[config.mk]
export PLATFORM = sky130hd
export DESIGN_NAME = main_fsm
export DESIGN_NICKNAME = d
export VERILOG_FILES = /design/src/rtl/main_fsm.sv
export SDC_FILE = /design/constraint.sdc
export NUM_CORES = 1
export LEC_CHECK = 0
export ABC_AREA = 1
export BUFFER_PORTS_ARGS = -buffer_cell sky130_fd_sc_hd__buf_2
export CAP_MARGIN = 20
export CORE_UTILIZATION = 37
export DETAILED_ROUTE_END_ITERATION = 10
export GPL_ROUTABILITY_DRIVEN = 0
export GPL_TIMING_DRIVEN = 0
export PLACE_DENSITY = 0.8
export SYNTH_ARGS = -nofsm -noshare
export SYNTH_HDL_FRONTEND = slang
export SYNTH_SLANG_ARGS = --single-unit
[constraint.sdc]
create_clock -name clk -period 0.9 [get_ports clk]
set_clock_uncertainty 0.05 [all_clocks]
set_input_delay 0.045 -clock clk [delete_from_list [all_inputs] [get_ports clk]]
set_output_delay 0.045 -clock clk [all_outputs]
set_load 0.05 [all_outputs]
[src/rtl/main_fsm.sv]
// Multicycle RISC-V control FSM: Moore controls per state, gated by mem_ready in FETCH and op in DECODE.
// Latency lw 5 / sw 4 / R,I 4 / beq 3 / jal 4 / illegal 2 cycles; memory states stall while mem_ready is low.
module main_fsm (
  input  logic       clk,
  input  logic       reset,
  input  logic [6:0] op,
  input  logic       mem_ready,
  output logic       AdrSrc,
  output logic       IRWrite,
  output logic [1:0] ALUSrcA,
  output logic [1:0] ALUSrcB,
  output logic [1:0] ALUOp,
  output logic [1:0] ResultSrc,
  output logic       PCUpdate,
  output logic       Branch,
  output logic       RegWrite,
  output logic       MemWrite,
  output logic       illegal,
  output logic [3:0] state
);

  typedef enum logic [3:0] {
    S_FETCH    = 4'd0,
    S_DECODE   = 4'd1,
    S_MEMADR   = 4'd2,
    S_MEMREAD  = 4'd3,
    S_MEMWB    = 4'd4,
    S_MEMWRITE = 4'd5,
    S_EXECUTER = 4'd6,
    S_EXECUTEI = 4'd7,
    S_ALUWB    = 4'd8,
    S_BEQ      = 4'd9,
    S_JAL      = 4'd10
  } state_t;

  localparam logic [6:0] OP_LW  = 7'b0000011;
  localparam logic [6:0] OP_SW  = 7'b0100011;
  localparam logic [6:0] OP_R   = 7'b0110011;
  localparam logic [6:0] OP_I   = 7'b0010011;
  localparam logic [6:0] OP_BEQ = 7'b1100011;
  localparam logic [6:0] OP_JAL = 7'b1101111;

  state_t state_q, state_d;
  state_t dec_s;
  logic   rdy;

  always_ff @(posedge clk) begin
    if (reset) state_q <= S_FETCH;
    else       state_q <= state_d;
  end

  // While reset is held the outputs decode as FETCH with memory handshake ignored.
  assign dec_s = reset ? S_FETCH : state_q;
  assign rdy   = mem_ready & ~reset;
  assign state = state_q;

  always_comb begin
    state_d   = S_FETCH;
    AdrSrc    = 1'b0;
    IRWrite   = 1'b0;
    ALUSrcA   = 2'b00;
    ALUSrcB   = 2'b00;
    ALUOp     = 2'b00;
    ResultSrc = 2'b00;
    PCUpdate  = 1'b0;
    Branch    = 1'b0;
    RegWrite  = 1'b0;
    MemWrite  = 1'b0;
    illegal   = 1'b0;
    case (dec_s)
      S_FETCH: begin
        ALUSrcB   = 2'b10;
        ResultSrc = 2'b10;
        IRWrite   = rdy;
        PCUpdate  = rdy;
        state_d   = rdy ? S_DECODE : S_FETCH;
      end
      S_DECODE: begin
        ALUSrcA = 2'b01;
        ALUSrcB = 2'b01;
        case (op)
          OP_LW, OP_SW: state_d = S_MEMADR;
          OP_R:         state_d = S_EXECUTER;
          OP_I:         state_d = S_EXECUTEI;
          OP_BEQ:       state_d = S_BEQ;
          OP_JAL:       state_d = S_JAL;
          default: begin
            state_d = S_FETCH;
            illegal = 1'b1;
          end
        endcase
      end
      S_MEMADR: begin
        ALUSrcA = 2'b10;
        ALUSrcB = 2'b01;
        // An opcode that changed since DECODE falls back to FETCH rather than guessing.
        if (op == OP_SW)      state_d = S_MEMWRITE;
        else if (op == OP_LW) state_d = S_MEMREAD;
        else                  state_d = S_FETCH;
      end
      S_MEMREAD: begin
        AdrSrc  = 1'b1;
        state_d = mem_ready ? S_MEMWB : S_MEMREAD;
      end
      S_MEMWB: begin
        ResultSrc = 2'b01;
        RegWrite  = 1'b1;
        state_d   = S_FETCH;
      end
      S_MEMWRITE: begin
        AdrSrc   = 1'b1;
        MemWrite = 1'b1;
        state_d  = mem_ready ? S_FETCH : S_MEMWRITE;
      end
      S_EXECUTER: begin
        ALUSrcA = 2'b10;
        ALUOp   = 2'b10;
        state_d = S_ALUWB;
      end
      S_EXECUTEI: begin
        ALUSrcA = 2'b10;
        ALUSrcB = 2'b01;
        ALUOp   = 2'b10;
        state_d = S_ALUWB;
      end
      S_ALUWB: begin
        RegWrite = 1'b1;
        state_d  = S_FETCH;
      end
      S_BEQ: begin
        ALUSrcA = 2'b10;
        ALUOp   = 2'b01;
        Branch  = 1'b1;
        state_d = S_FETCH;
      end
      S_JAL: begin
        ALUSrcA  = 2'b01;
        ALUSrcB  = 2'b10;
        PCUpdate = 1'b1;
        state_d  = S_ALUWB;
      end
      default: state_d = S_FETCH;
    endcase
  end

endmodule
==> results.ini, run 1 <==
[logic_synthesis]
yosysUniqueCellTypes=21
synth_area_leader_cell=dfxtp_1
synthCells=88
syn_area_um2=504
syn-num-nets=98
synth_area_per_cell_um2=5.73
synth-seq-cells=4
synthTopCellsByArea=dfxtp_1 16%, nand2_1 15%, nor2_1 12%
synth_top_area_share_pct=15.9
ys_seq_area_share_pct=15.9
ys_warn_count=0

[floorplanning]
rows=12
die_h_um=38.9
initial_core_util_pct=42.5
io_pins=29
die_width_um=38.9

[cts]
numClockSinks=4
root_buffer=clkbuf_4
clock_path_buffers=2
numCtsBuffers=3
ctsHtreeMaxLevel=1

[status]
haltStage=5_1_grt
run_status=stopped before the end
firstError=[ERROR DPL-0033] detailed placement checks failed during check placement.

[timing]
endpoint_type=output port
crit_endpoint=ResultSrc[1]

[placement]
io_buffers=28
hpwl_um=1220
place_inst=130

[global_route]
grt_start_max_net_pins=9
antenna_found_initial=0

[synthesized netlist by cell type]
library cell and number:
nand3_2 1, nand4_1 2, dfxtp_1 4, nor3_2 1
a21oi_1 1, o21ai_0 3, nor3_1 2, nand2_1 20
nor2_4 2, o21ai_2 1, inv_1 12, nor3_4 1
nand2_2 2, inv_2 3, nor2_1 16, o21ai_1 2
nand2_4 1, nand3_4 1, nor2_2 4, nand3_1 8
inv_4 1
[through the flow]
stage	TNS (ns)	util [%]	worst slack [ns]	instance area (µm²)
floorplan	-6.50	-	-0.538	573
global placement	-4.86	61.6	-0.389	731
detailed placement	-5.26	61.6	-0.417	731
CTS	-7.34	85.2	-0.484	1010
[timing repair]
| item | 4_1_cts |
|---|---|
| pin swaps | 12 |
| setup buffers | 7 |
| setup endpoints to repair | 23 |
| hold buffers | 0 |
| gates cloned | 0 |
| resized for setup | 66 |
[logic make-up after synthesis]
kind of cell	Yosys count	share of synthesized area, %
and+or+nand+nor	61	64.0
buffers and inverters	16	12.4
AOI/OAI and AO/OA	7	7.69
DFF	4	15.9
==> run 2: changes to the inputs <==
Settings changed: CORE_AREA set to 2 2 63 65, CORE_UTILIZATION 37 to unset, DIE_AREA set to 0 0 65 67, PLACE_DENSITY 0.8 to unset, PLACE_DENSITY_LB_ADDON set to 0.15.
Clock period 0.9 ns to 1.2 ns, I/O delays scaled along.
==> run 2 against run 1 <==
  * The flow now finishes, with violations (setup timing)
  * Area after synthesis did not move
  * Synthesized cell count did not move
==> results.ini, run 2 <==
[global_route]
grtUsageTotal_pct=8.50
antenna_found_initial=0
grt_pass1_vias=650
grt_start_max_net_pins=9
grt_pass1_wl_um=2890
grt_overflow_total=0

[floorplanning]
die_area_um2=4360
io_pins=29  ; unchanged
rows=22  ; +10
die_width_um=65  ; +67%
die_h_um=67  ; +72%
initial_core_util_pct=14.0  ; -29 points
coreArea_um2=3610

[setup_path]
cp.required_ns=1.09
cp_slowest_cell=dfxtp_4
worstRegToRegCells=10
worstSetupStartpointType=flop
crit_start=state[1]
cp_top_family=buffers and inverters
critPathMaxStageDelay_ns=0.37
path_cells=inv_4 -> nand3_4 -> buf_4 -> nor2_4 -> nor2_2 -> nand2_2 -> buf_8
cp_num_buf_inv=3
rr_startpoint=state[3]
r2r_slack_ns=-0.13
r2r-end=state[0]
crit_arrival_ns=1.26
cp-end-kind=primary output
crit_fanout=5
critPathKind=reg -> out

[layout]
diodes=0
synthToLayoutAreaGrowth_pct=120
final_common_cell=buf_2
largest_register_ffs=4
drive_gt1_share_pct=68.2
stdcell_count=180
fin_nets=143
final_cell_mix=13 x buf_2, 12 x nand2_1, 11 x buf_4, 10 x nor2_1

[timing]
fin_setup_tns_ns=-2.16
min_period_over_period_pct=114
post-route-min-period_ns=1.37
setup_viol=19
drv_slew=0
fin_ws_ns=-0.170
timing.fmax_ghz=0.730
rsz0062_at_grt=true
hold_violations=0
slew_headroom_pct=79.7
worst_pin_slew_ns=0.303

[placement]
place_inst=164  ; +26%
preCtsSetupSlack_ns=-0.153  ; +0.265 ns
io_buffers=28  ; unchanged
hpwl_um=1320  ; +8.6%

[route]
vias=688
avgViaCountPerCell=3.82
wl_per_cell_um=9.68
drt-pass1-iter-count=4
antenna_left=0
wl_um=1740
initialDrtViolationCount=31
drc_errors=0

[power_and_ir_drop]
peakVddDrop_v=0.000159
power_leakage_nw=0.525
power.density_nw_per_um2=556

[cts]
clock_path_buffers=2  ; unchanged
numClockSinks=4  ; unchanged
clkLatencyLatePin_ns=0.21
postCtsHoldBufs=0  ; unchanged
ctsHtreeMaxLevel=1  ; unchanged
cts_tree=yes
clk_transition_reported_paths_ns=0.03
root_buffer=clkbuf_8
numCtsBuffers=3  ; unchanged

[status]
violations=setup timing
run_status=finished, violations left

[logic_synthesis]
synth_area_per_cell_um2=5.73  ; unchanged
ys_async_sr_fraction_pct=0  ; unchanged
synthTopCellsByArea=dfxtp_1 16%, nand2_1 15%, nor2_1 12%
synth_area_leader_cell=dfxtp_1
yosys.area_share.simple_pct=64.0  ; unchanged
synth-edff-count=0  ; unchanged
synth-seq-cells=4  ; unchanged
ys_warn_count=0  ; unchanged
synth_compound_area_share_pct=7.69  ; unchanged
synth_top_family_by_area=simple AND/OR/NAND/NOR gates
syn_area_um2=504  ; unchanged
yosysUniqueCellTypes=21  ; unchanged
synthAdderAreaFrac_pct=0  ; unchanged
syn-num-nets=98  ; unchanged
synthCells=88  ; unchanged
ys.flop_type=dfxtp_1
synthXorXnorAreaFrac_pct=0  ; unchanged
muxShareOfSynthArea_pct=0  ; unchanged
ys_seq_area_share_pct=15.9  ; unchanged
yosys-top-cells-count=20 x nand2_1, 16 x nor2_1, 12 x inv_1, 8 x nand3_1
synth_top_area_share_pct=15.9  ; unchanged
synth.most_common_cell=nand2_1

[hold_path]
hold_start=op[4]
hold_path_depth=3
hold_end=state[2]
worstHoldPathType=in -> reg

[job]
drv_cap=0

run 2: cell families after synthesis:
logic type      Yosys count
compound gates            7
simple gates             61
buf+inv                  16
flops                     4
run 2: power breakdown:
group	switching, mW	internal (mW)	total (mW)	leakage (nW)
clock network	0.0660	0.227	0.293	0.0228
registers	0.00648	0.129	0.136	0.0355
logic	0.118	0.0696	0.187	0.467
total	0.190	0.425	0.615	0.525
run 2: worst max path at each step:
stage,slack (ns),end,cells past startpoint
finish,-0.17,ALUSrcA[1],7
global route,-0.23,ALUSrcA[1],7
CTS,-0.18,Branch,5
detailed placement,-0.15,illegal,6
global placement,-0.15,illegal,6
floorplan,-0.25,ALUSrcA[1],6
run 2: repair_timing:
item,in CTS,in global routing
pin swaps,12,8
buffers inserted,10,2
hold endpoints to repair,0,0
endpoints found under the setup margin,16,19
resized for setup,48,14
run 2: metrics by stage:
stage	instance area [µm²]	hold WS (ns)	power, mW	util (%)
floorplan	573	0.202	0.238	-
CTS	1050	0.132	0.615	29.2
global route	1110	0.143	0.655	30.7
detailed placement	773	0.362	0.282	21.4
finish	1110	0.128	0.615	30.7
global placement	773	0.363	0.282	21.4
run 2: area by class of cell:
type                            count  area, µm²
Multi-Input combinational cell     68        485
Inverter                           16       67.6
Fill cell                         403       2500
Clock buffer                        4       45.0
Sequential cell                     4       95.1
Tap cell                           48       60.1
Timing Repair Buffer               40        354
run 2: worst reg2reg max path, stage by stage (launching register included):
cell     delay, ns
dfxtp_4       0.40
nand2_1       0.08
nand2_2       0.09
nor2_4        0.05
buf_4         0.13
buf_6         0.10
buf_4         0.13
nand3_1       0.06
nand2_1       0.05
inv_1         0.05
nand2_1       0.04
run 2: routing by layer:
layer,track usage [%],up-vias,wire (µm)
met5,0,-,0
met4,3.19,0,0
met3,1.18,0,83
met2,13.5,23,844
met1,11.6,301,814
li1,-,364,-
Note: power is estimated with default switching activity, not from simulation.
